**src/rtl/fsm_pulse_pkg.sv**
```systemverilog
// -----------------------------------------------------------------------------
// fsm_pulse_pkg
// Shared definitions for the pulse emitter:
//   - pulse_state_t : 2-bit FSM state encoding (IDLE, PULSE, GAP, DONE)
//   - CNT_W_DEF, GAP_CYCLES_DEF : default parameter values
//   - gap_timer_w() : gap timer width, $clog2(GAP_CYCLES+1) with a floor of 1
// -----------------------------------------------------------------------------
package fsm_pulse_pkg;

    typedef enum logic [1:0] {
        IDLE  = 2'b00,
        PULSE = 2'b01,
        GAP   = 2'b10,
        DONE  = 2'b11
    } pulse_state_t;

    localparam int CNT_W_DEF      = 2;
    localparam int GAP_CYCLES_DEF = 1;

    function automatic int gap_timer_w(input int gap);
        return (gap < 1) ? 1 : $clog2(gap + 1);
    endfunction

endpackage

```
**src/rtl/fsm_gap_timer.sv**
```systemverilog
// -----------------------------------------------------------------------------
// fsm_gap_timer
// Loadable down-counter that times the low gap between pulses.
// Ports:
//   clk   in  clock
//   reset in  synchronous, active-high; clears the count
//   load  in  load the count with GAP_CYCLES (has priority over en)
//   en    in  decrement by one (saturates at 0)
//   zero  out the decrement taking place this cycle brings the count to 0,
//             so the owning FSM can leave the gap on this same edge
// -----------------------------------------------------------------------------
module fsm_gap_timer
    import fsm_pulse_pkg::*;
#(
    parameter int GAP_CYCLES = GAP_CYCLES_DEF
) (
    input  logic clk,
    input  logic reset,
    input  logic load,
    input  logic en,
    output logic zero
);

    localparam int             TW       = gap_timer_w(GAP_CYCLES);
    localparam logic [TW-1:0]  LOAD_VAL = TW'(GAP_CYCLES);
    localparam logic [TW-1:0]  ONE      = TW'(1);

    logic [TW-1:0] cnt_q, cnt_d;

    always_comb begin
        cnt_d = cnt_q;
        if (load) begin
            cnt_d = LOAD_VAL;
        end else if (en && (cnt_q != '0)) begin
            cnt_d = cnt_q - ONE;
        end
    end

    always_ff @(posedge clk) begin
        if (reset) begin
            cnt_q <= '0;
        end else begin
            cnt_q <= cnt_d;
        end
    end

    // A count of 1 means the current decrement is the last one.
    assign zero = (cnt_q <= ONE);

endmodule

```
**src/rtl/fsm_pulse_emitter.sv**
```systemverilog
// -----------------------------------------------------------------------------
// fsm_pulse_emitter
// Accepts a pulse count over valid/ready and emits that many one-cycle pulses
// on dout, separated by GAP_CYCLES low cycles, then strobes done for one cycle.
// All outputs are registered decodes of the FSM state.
// Optional feature macro: FSM_PULSE_MIRROR_EN adds tx_mod, a modulo-2^CNT_W
// count of emitted pulses that tracks a downstream pulse counter.
// Ports:
//   clk        in  clock
//   reset      in  synchronous, active-high; aborts any request without done
//   req_valid  in  request presented
//   req_ready  out block is idle and can accept a request
//   req_count  in  number of pulses (CNT_W bits), sampled on handshake
//   dout       out pulse stream
//   busy       out request in progress (PULSE or GAP)
//   done       out one-cycle completion strobe
//   tx_mod     out pulses emitted modulo 2^CNT_W (FSM_PULSE_MIRROR_EN only)
// -----------------------------------------------------------------------------
module fsm_pulse_emitter
    import fsm_pulse_pkg::*;
#(
    parameter int CNT_W      = CNT_W_DEF,
    parameter int GAP_CYCLES = GAP_CYCLES_DEF
) (
    input  logic             clk,
    input  logic             reset,
    input  logic             req_valid,
    output logic             req_ready,
    input  logic [CNT_W-1:0] req_count,
    output logic             dout,
    output logic             busy,
    output logic             done
`ifdef FSM_PULSE_MIRROR_EN
    ,
    output logic [CNT_W-1:0] tx_mod
`endif
);

    pulse_state_t     state_q, state_d;
    logic [CNT_W-1:0] remain_q, remain_d;
    logic [CNT_W-1:0] remain_dec;
    logic             req_ready_q, dout_q, busy_q, done_q;
    logic             gap_load, gap_en, gap_zero;

    // remain is always >= 1 while in PULSE, so this never wraps in use.
    assign remain_dec = remain_q - CNT_W'(1);

    always_comb begin
        state_d  = state_q;
        remain_d = remain_q;
        gap_load = 1'b0;
        gap_en   = 1'b0;
        case (state_q)
            IDLE: begin
                if (req_valid && req_ready_q) begin
                    remain_d = req_count;
                    state_d  = (req_count == '0) ? DONE : PULSE;
                end
            end
            PULSE: begin
                remain_d = remain_dec;
                if (remain_dec == '0) begin
                    state_d = DONE;
                end else if (GAP_CYCLES == 0) begin
                    state_d = PULSE;
                end else begin
                    gap_load = 1'b1;
                    state_d  = GAP;
                end
            end
            GAP: begin
                gap_en = 1'b1;
                if (gap_zero) begin
                    state_d = PULSE;
                end
            end
            DONE:    state_d = IDLE;
            default: state_d = IDLE;
        endcase
    end

    // Outputs are registered from the next state so they always equal a
    // decode of the current state register.
    always_ff @(posedge clk) begin
        if (reset) begin
            state_q     <= IDLE;
            remain_q    <= '0;
            req_ready_q <= 1'b1;
            dout_q      <= 1'b0;
            busy_q      <= 1'b0;
            done_q      <= 1'b0;
        end else begin
            state_q     <= state_d;
            remain_q    <= remain_d;
            req_ready_q <= (state_d == IDLE);
            dout_q      <= (state_d == PULSE);
            busy_q      <= (state_d == PULSE) || (state_d == GAP);
            done_q      <= (state_d == DONE);
        end
    end

    assign req_ready = req_ready_q;
    assign dout      = dout_q;
    assign busy      = busy_q;
    assign done      = done_q;

    generate
        if (GAP_CYCLES > 0) begin : g_gap
            fsm_gap_timer #(
                .GAP_CYCLES (GAP_CYCLES)
            ) u_gap_timer (
                .clk   (clk),
                .reset (reset),
                .load  (gap_load),
                .en    (gap_en),
                .zero  (gap_zero)
            );
        end else begin : g_no_gap
            // GAP is never entered when pulses run back to back.
            logic unused_gap_ctrl;
            assign unused_gap_ctrl = gap_load ^ gap_en;
            assign gap_zero        = 1'b1;
        end
    endgenerate

`ifdef FSM_PULSE_MIRROR_EN
    logic [CNT_W-1:0] tx_mod_q, tx_mod_d;

    // Advances on each cycle dout is high, wrapping like the receiving counter.
    always_comb begin
        tx_mod_d = tx_mod_q + CNT_W'(dout_q);
    end

    always_ff @(posedge clk) begin
        if (reset) begin
            tx_mod_q <= '0;
        end else begin
            tx_mod_q <= tx_mod_d;
        end
    end

    assign tx_mod = tx_mod_q;
`endif

endmodule

```
**config.mk**
```make
export PLATFORM = sky130hd
export DESIGN_NAME = fsm_pulse_emitter
export DESIGN_NICKNAME = d
export VERILOG_FILES = /design/src/rtl/fsm_pulse_pkg.sv /design/src/rtl/fsm_gap_timer.sv /design/src/rtl/fsm_pulse_emitter.sv
export SDC_FILE = /design/constraint.sdc
export NUM_CORES = 1
export LEC_CHECK = 0
export BUFFER_PORTS_ARGS = -buffer_cell sky130_fd_sc_hd__buf_2
export CORE_AREA = 2 2 39 41
export DETAILED_ROUTE_END_ITERATION = 16
export DIE_AREA = 0 0 41 43
export HOLD_SLACK_MARGIN = 0.03
export SYNTH_ARGS = -nofsm -noshare
export SYNTH_HDL_FRONTEND = slang
export SYNTH_SLANG_ARGS = --single-unit
```
**constraint.sdc**
```tcl
create_clock -name clk -period 1.1 [get_ports clk]
set_clock_uncertainty 0.05 [all_clocks]
set_input_delay 0.165 -clock clk [delete_from_list [all_inputs] [get_ports clk]]
set_output_delay 0.165 -clock clk [all_outputs]
set_load 0.005 [all_outputs]
```
==> results of run 1 <==
path summary, 6_finish.rpt:
path	from	endpoint	slack [ns]	cells after the start
worst max-delay path	req_ready$_SDFF_PP1_	busy$_SDFF_PP0_	-0.09	4
worst min-delay path	reset	done$_SDFF_PP0_	0.12	2
worst max register to register	req_ready$_SDFF_PP1_	busy$_SDFF_PP0_	-0.09	4
worst min register to register	remain_q[0]$_SDFFE_PP0P_	remain_q[0]$_SDFFE_PP0P_	0.48	2
metal layers:
| metal | up-vias | track usage (%) | wire length [microns] |
|---|---|---|---|
| met2 | 1 | 13.4 | 345 |
| li1 | 149 | - | - |
| met3 | 0 | 1.57 | 7 |
| met5 | - | 0 | 0 |
| met1 | 132 | 10.4 | 310 |
| met4 | 0 | 12.0 | 0 |
registers in the layout (all words and copies together) (netlist names):
name       count
remain_q       2
state_q        2
busy           1
done           1
dout           1
req_ready      1
cell families after synthesis:
family,synth area share (%)
buf+inv,4.32
simple gates,24.1
fa+ha+maj,7.19
flops,46.0
mux,2.88
compound gates,15.5
area by class of cell:
| type | count | area (sq um) |
|---|---|---|
| Tap cell | 16 | 20.0 |
| Clock buffer | 3 | 22.5 |
| Fill cell | 154 | 895 |
| Inverter | 4 | 15.0 |
| Timing Repair Buffer | 12 | 70.1 |
| Sequential cell | 8 | 169 |
| Multi-Input combinational cell | 22 | 193 |
cells in the mapped netlist:
master / count
o21bai_1: 1
nor2_1: 2
inv_1: 4
o22ai_2: 1
mux2i_1: 1
nor2b_1: 1
and2_1: 1
dfxtp_1: 8
a21oi_1: 2
o21ai_0: 2
or2_1: 1
nand3b_1: 1
and4bb_1: 1
ha_1: 2
nand2b_2: 1
a31oi_1: 1
nand2_1: 1
and4bb_2: 1
a21boi_1: 1
nor3b_2: 1
where the power goes:
group	internal [mW]	total, mW	switching (mW)
Clock	0.124	0.218	0.0937
Sequential	0.341	0.375	0.0343
Combinational	0.130	0.218	0.0877
per-stage QoR:
stage          TNS, ns  hold WS (ns)  setup WS (ns)
2_1_floorplan  -0.0769         0.182        -0.0674
3_3_place_gp    -0.244         0.381         -0.120
3_5_place_dp    -0.206         0.378        -0.0886
4_1_cts         -0.159         0.106         -0.114
5_1_grt         -0.345         0.110         -0.143
6_report        -0.109         0.116        -0.0856
critical path, stage by stage, from the launching register on:
cell and delay (ns):
dfxtp_2 0.33, and4bb_2 0.22, o21bai_1 0.18, ha_1 0.26, nor2_1 0.09
placed cells by master, fill, tap and decap left out, drive strengths merged, types with 2 or more instances in the layout:
cell and count:
buf 12, clkbuf 3, o21ai 2, ha 2, dfxtp 8, inv 4, nor2 2, a21oi 2
and4bb 2
timing repair:
| item | CTS | global route |
|---|---|---|
| resized for setup | 8 | 4 |
| buffers inserted | 1 | 0 |
| pin swaps | 6 | 2 |
| endpoints found under the setup margin | 6 | 7 |
==> flow_metrics.tcl, run 1 <==
set metrics [dict create \
    synth_top_area_cell "dfxtp_1" \
    grt_pass1_wl_microns 1060 \
    maxSlewViolCount 0 \
    ctsHoldBuffers 0 \
    grt_start_max_net_pins 7 \
    start_util_pct 25.1 \
    grt_overflow 0 \
    cts_tree "done" \
    arrival_ns 1.32 \
    yosysSeqAreaShare_pct 46.0 \
    insertion_delay_ns 0.25 \
    grtUsageTotal_pct 9.66 \
    clkSinkCount 8 \
    vias 282 \
    vias_per_cell 4.34 \
    drtPass1Iterations 2 \
    dieArea_sq_um 1760 \
    cp-end-kind "flip-flop" \
    antenna_cells 0 \
    fin_crit_sh_pct 108 \
    final_cell_area_sq_um 489 \
    stdcell_count 65 \
    min_period_ns 1.19 \
    placed_cells 61 \
    worstPathMaxFanout 4 \
    syn_nets 41 \
    routedWlPerCell_microns 10.2 \
    synthTopCellsByArea "dfxtp_1 46%, ha_1 7.2%, inv_1 4.3%" \
    ys_warn_count 0 \
    root_buffer "clkbuf_4" \
    slew_headroom_pct 86.6 \
    fin_nets 58 \
    hold_violations 0 \
    area.growth.synth_to_final_pct 40.6 \
    grt_setup_unrepaired "true" \
    yosysUniqueCellTypes 20 \
    placementRows 14 \
    ir_drop_uv 373 \
    grt_pass1_vias 264 \
    clk_path_buf_depth 2 \
    place_congestion 0.605 \
    status "finished, violations left" \
    ant_nets 0 \
    h-tree-depth 1 \
    max_freq_mhz 843 \
    cts.clk_slew.worst_paths_ns 0.05 \
    postPlaceCellArea_sq_um 430 \
    hold_path.class "in -> reg" \
    ys_ff_latch 8 \
    worstMarginPinSlew_ns 0.199 \
    crit_required_ns 1.24 \
    drc_errors 0 \
    powerDensity_nw_per_um2 1660 \
    pin_count 9 \
    syn_area_sq_um 348 \
    avgSynthCellArea_sq_um 10.2 \
    finalPower_mw 0.811 \
    final_core_util_pct 35.4 \
    drive_above_1_share_pct 57.1 \
    finalWirelength_microns 663 \
    final-setup-viol-count 2 \
    drv_cap 0 \
    crit_type "reg -> reg" \
    failed_checks "setup timing" \
    netlist_instances 34 \
    die_w_microns 41 \
    fp.coreArea_sq_um 1380 \
    fin_ws_ns -0.0856 \
    p_leak_nw 0.215 \
    die_h_microns 43 \
    antenna_found_initial 0 \
    cts-buffers-inserted 3 \
    dpl.hpwl_microns 462 \
    drt_iter0_drc 1 \
    cp-start-kind "flip-flop" \
    port_buffers 8 \
    synth_top_cell_area_share_pct 46.0 \
]
Note: power is estimated with default switching activity, not from simulation.
==> run 2, diff against run 1 <==
- CELL_PAD_IN_SITES_DETAIL_PLACEMENT: not set -> 1
- CELL_PAD_IN_SITES_GLOBAL_PLACEMENT: not set -> 2
- CORE_AREA: 2 2 39 41 -> not set
- CORE_UTILIZATION: not set -> 25
- DIE_AREA: 0 0 41 43 -> not set
- PLACE_DENSITY_LB_ADDON: not set -> 0.1
==> flow_metrics.tcl, run 2 (synthesis results as in run 1) <==
set metrics [dict create \
    routedWlPerCell_microns 12.2 \
    arrival_ns 1.36 \
    grt_pass1_vias 264 \
    h-tree-depth 1 \
    fin_nets 60 \
    antenna_cells 0 \
    cts.clk_slew.worst_paths_ns 0.06 \
    insertion_delay_ns 0.25 \
    failed_checks "setup timing" \
    slew_headroom_pct 87.0 \
    start_util_pct 26.7 \
    grt_setup_unrepaired "true" \
    status "finished, violations left" \
    area.growth.synth_to_final_pct 42.1 \
    grtUsageTotal_pct 12.5 \
    worstPathCellList "and4bb_2, o21bai_1, ha_1, nor2_2" \
    drv_cap 0 \
    stdcell_count 66 \
    cts_tree "done" \
    cp-end-kind "flip-flop" \
    root_buffer "clkbuf_4" \
    layout_commonest_cell "buf_2" \
    final-setup-viol-count 5 \
    critPathMaxStageDelay_ns 0.32 \
    fill_cells 164 \
    placed_cells 63 \
    ant_nets 0 \
    die_h_microns 39.3 \
    place_congestion 0.723 \
    min_period_ns 1.23 \
    die_w_microns 39.3 \
    fin_hold_ws_ns 0.120 \
    hold_path.class "in -> reg" \
    worstPathMaxFanout 3 \
    cp-start-kind "flip-flop" \
    dieArea_sq_um 1540 \
    fp.coreArea_sq_um 1300 \
    drtPass1Iterations 2 \
    crit_required_ns 1.24 \
    vias 298 \
    ir_drop_uv 579 \
    fin_ws_ns -0.128 \
    port_buffers 8 \
    worst_path_max_delay_cell "dfxtp_2" \
    worstMarginPinSlew_ns 0.194 \
    final_cell_area_sq_um 494 \
    drc_errors 0 \
    layout_common_cells "8 x buf_2, 6 x buf_4, 4 x dfxtp_1, 4 x dfxtp_2, 3 x clkbuf_4" \
    drt_iter0_drc 6 \
    vias_per_cell 4.52 \
    post-place-ws_ns -0.0975 \
    drive_above_1_share_pct 56.9 \
    pin_count 9 \
    top_regs "remain_q x2, state_q x2" \
    placementRows 13 \
    grt_overflow 0 \
    finalWirelength_microns 806 \
    maxSlewViolCount 0 \
    grt_start_max_net_pins 7 \
    clk_path_buf_depth 2 \
    crit_type "reg -> reg" \
    grt_pass1_wl_microns 1150 \
    clkSinkCount 8 \
    fin_crit_sh_pct 112 \
    dpl.hpwl_microns 570 \
    cts-buffers-inserted 3 \
    p_leak_nw 0.221 \
    antenna_found_initial 0 \
    hold_violations 0 \
    postPlaceCellArea_sq_um 452 \
    powerDensity_nw_per_um2 1700 \
    max_freq_mhz 815 \
    rrSetupSlack_ns -0.13 \
]
run 2: cell types whose count changed in the layout (fill, tap and decap cells not counted):
cell,delta
nor2_1,-1
nand2b_2,+1
nor2_2,+1
and2_1,+1
dfxtp_1,+1
nand2b_4,-1
buf_4,+2
dfxtp_4,-1
and2_4,-1
run 2: worst max-delay path: cells and delay by family, from the launching register on:
family | cells | cell delay (ns)
fa+ha+maj | 1 | 0.27
compound gates | 1 | 0.19
simple gates | 2 | 0.33
flops | 1 | 0.32
run 2: through the flow:
| step | setup TNS, ns | util, % | total power [mW] |
|---|---|---|---|
| after detailed placement | -0.280 | 34.7 | 0.585 |
| after CTS | -0.172 | 37.8 | 0.845 |
| after global routing | -0.533 | 38.0 | 0.909 |
| after floorplan | -0.0769 | - | 0.474 |
| final | -0.208 | 38.0 | 0.838 |
| after global placement | -0.174 | 34.7 | 0.579 |
run 2: what timing repair did:
item                                    in CTS  in global routing
hold buffers                                 0                  0
gates resized for setup                      8                  1
pin swaps                                    2                  2
setup buffers                                0                  1
endpoints found under the hold margin        0                  0
endpoints found under the setup margin       6                  7
run 2: routing by layer:
layer  vias up  routed length [microns]  share of wire (%)  global-route usage, %
met1       138                      364                 45                   15.5
li1        154                        -                  -                      -
met4         0                        0                  0                   10.3
met3         0                       49                6.1                   5.11
met2         6                      391                 49                   16.3
met5         -                        0                  0                      0
run 2: path summary, 6_finish.rpt:
path                                  from                  endpoint  cells past startpoint
setup reg to reg      req_ready$_SDFF_PP1_           busy$_SDFF_PP0_                      4
setup / recovery      req_ready$_SDFF_PP1_           busy$_SDFF_PP0_                      4
hold / removal                       reset  remain_q[0]$_SDFFE_PP0P_                      2
hold reg to reg   remain_q[1]$_SDFFE_PP0P_  remain_q[1]$_SDFFE_PP0P_                      2
run 2: layout make-up:
cell class / instances / area, sq um / area share (%)
tap: 15 / 18.8 / 3.80
clock buffer: 3 / 22.5 / 4.56
sequential: 8 / 165 / 33.4
inverter: 4 / 15.0 / 3.04
multi-input combinational: 22 / 188 / 38.0
timing repair buffer: 14 / 85.1 / 17.2
run 2: where the power goes:
part | internal, mW | switching, mW | total, mW
logic | 0.139 | 0.101 | 0.240
clock network | 0.125 | 0.105 | 0.230
registers | 0.339 | 0.0286 | 0.368
total | 0.603 | 0.234 | 0.838
==> run 3, diff against run 2 <==
--- a/config.mk
+++ b/config.mk
@@ -10,4 +10,6 @@
 export CELL_PAD_IN_SITES_GLOBAL_PLACEMENT = 2
-export CORE_UTILIZATION = 25
+export CORE_AREA = 2 2 39 41
+export CTS_BUF_LIST = sky130_fd_sc_hd__clkbuf_2
 export DETAILED_ROUTE_END_ITERATION = 16
+export DIE_AREA = 0 0 41 43
 export HOLD_SLACK_MARGIN = 0.03
==> constraint.sdc (replaced) <==
create_clock -name clk -period 1.1 [get_ports clk]
set_clock_uncertainty 0.05 [all_clocks]
set_input_delay 0.11 -clock clk [delete_from_list [all_inputs] [get_ports clk]]
set_output_delay 0.11 -clock clk [all_outputs]
set_load 0.005 [all_outputs]
==> flow_metrics.tcl, run 3 (synthesis results as in run 1) <==
set metrics [dict create \
    crit_required_ns 1.22 \
    vias_per_cell 4.48 \
    worstMarginPinSlew_ns 0.218 \
    finalWirelength_microns 857 \
    final-setup-viol-count 5 \
    multi_input_area_sq_um 233 \
    rr_worst_depth 4 \
    cts_tree "done" \
    whs_path_depth 2 \
    grt_setup_unrepaired "true" \
    grt_overflow 0 \
    vias 300 \
    start_util_pct 25.1 \
    ctsHoldBuffers 0 \
    powerDensity_nw_per_um2 1540 \
    post-place-ws_ns -0.126 \
    worstHoldStart "reset" \
    port_buffers 8 \
    antenna_cells 0 \
    clkSinkCount 8 \
    grt_pass1_vias 272 \
    cts-buffers-inserted 3 \
    min_to "busy$_SDFF_PP0_" \
    ff_latch_area_sq_um 171 \
    rrSetupSlack_ns -0.07 \
    dieArea_sq_um 1760 \
    grtUsageTotal_pct 11.6 \
    crit_type "reg -> reg" \
    antenna_found_initial 0 \
    fin_crit_sh_pct 106 \
    grt_pass1_wl_microns 1230 \
    ant_nets 0 \
    dpl.hpwl_microns 631 \
    slew_headroom_pct 85.5 \
    drive_above_1_share_pct 68.6 \
    pin_count 9 \
    cts.clk_slew.worst_paths_ns 0.08 \
    worstPathMaxFanout 5 \
    drv_cap 0 \
    p_leak_nw 0.230 \
    root_buffer "clkbuf_2" \
    status "finished, violations left" \
    h-tree-depth 1 \
    fin_ws_ns -0.0679 \
    drt_iter0_drc 7 \
    clk_path_buf_depth 2 \
    die_h_microns 43 \
    die_w_microns 41 \
    cp-end-kind "flip-flop" \
    cp-start-kind "flip-flop" \
    placementRows 14 \
    cp-startpoint "state_q[1]$_SDFF_PP0_" \
    ir_drop_uv 558 \
    fill_cells 160 \
    fin_hold_ws_ns 0.0647 \
    place_congestion 0.679 \
    routedWlPerCell_microns 12.8 \
    top_regs "remain_q x2, state_q x2" \
    r2r-start "state_q[1]$_SDFF_PP0_" \
    area.growth.synth_to_final_pct 58.3 \
    hold_path.class "in -> reg" \
    drc_errors 0 \
    layout_commonest_cell "buf_2" \
    maxSlewViolCount 0 \
    hold_violations 0 \
    min_period_ns 1.17 \
    failed_checks "setup timing" \
    drtPass1Iterations 3 \
    grt_start_max_net_pins 7 \
    arrival_ns 1.29 \
    fp.coreArea_sq_um 1380 \
    fin_nets 60 \
    max_freq_mhz 856 \
    insertion_delay_ns 0.23 \
    r2r-end "busy$_SDFF_PP0_" \
]
## run 3: cell count changes in the layout (fill, tap and decap cells not counted), moves of 2 or more
cell      delta
clkbuf_2     +3
buf_6        +3
clkbuf_4     -3
buf_4        -3
dfxtp_4      +2
## run 3: power by group
| part | switching (mW) | leakage (nW) | total (mW) | internal (mW) |
|---|---|---|---|---|
| combinational | 0.122 | 0.150 | 0.298 | 0.176 |
| clock | 0.0932 | 0.0125 | 0.167 | 0.0743 |
| sequential | 0.0401 | 0.0679 | 0.381 | 0.341 |
## run 3: what timing repair did
item,in CTS,in global routing
resized for setup,9,15
endpoints found under the setup margin,7,7
setup buffers,2,0
cloned,0,0
pin swaps,6,8
## run 3: worst max-delay path, cell delays in order, from the launching register on
cell      delay (ns)
dfxtp_4         0.36
nand2b_4        0.16
o22ai_4         0.23
ha_4            0.23
nor2_1          0.09
## run 3: area by class of cell
type	count	share of cell area (%)
multi-input cells	22	42.3
well taps	16	3.64
inverters	4	2.73
repair buffers	14	17.5
clock buffers	3	2.73
flip-flops and latches	8	31.1
## run 3: worst max-delay path by stage
stage	endpoint	slack (ns)	cells past startpoint
2_1_floorplan	busy$_SDFF_PP0_	-0.07	4
5_1_grt	busy$_SDFF_PP0_	-0.12	4
3_5_place_dp	busy$_SDFF_PP0_	-0.13	6
4_1_cts	busy$_SDFF_PP0_	-0.11	4
3_3_place_gp	busy$_SDFF_PP0_	-0.09	5
6_report	busy$_SDFF_PP0_	-0.07	4
## run 3: routing by layer
layer	global-route usage, %	part of all wire, %
met1	13.0	42
met2	15.9	52
met3	4.71	4.6
met4	10.0	0.58
met5	0	0
## run 3: metrics by stage
step	TNS (ns)	std cells	total power [mW]	area [sq um]	utilization, %
finish	-0.188	67	0.847	551	39.8
detailed placement	-0.422	63	0.580	445	32.2
global route	-0.570	67	0.920	551	39.8
floorplan	-0.0769	34	0.474	348	-
global placement	-0.253	63	0.573	445	32.2
CTS	-0.281	67	0.789	490	35.4
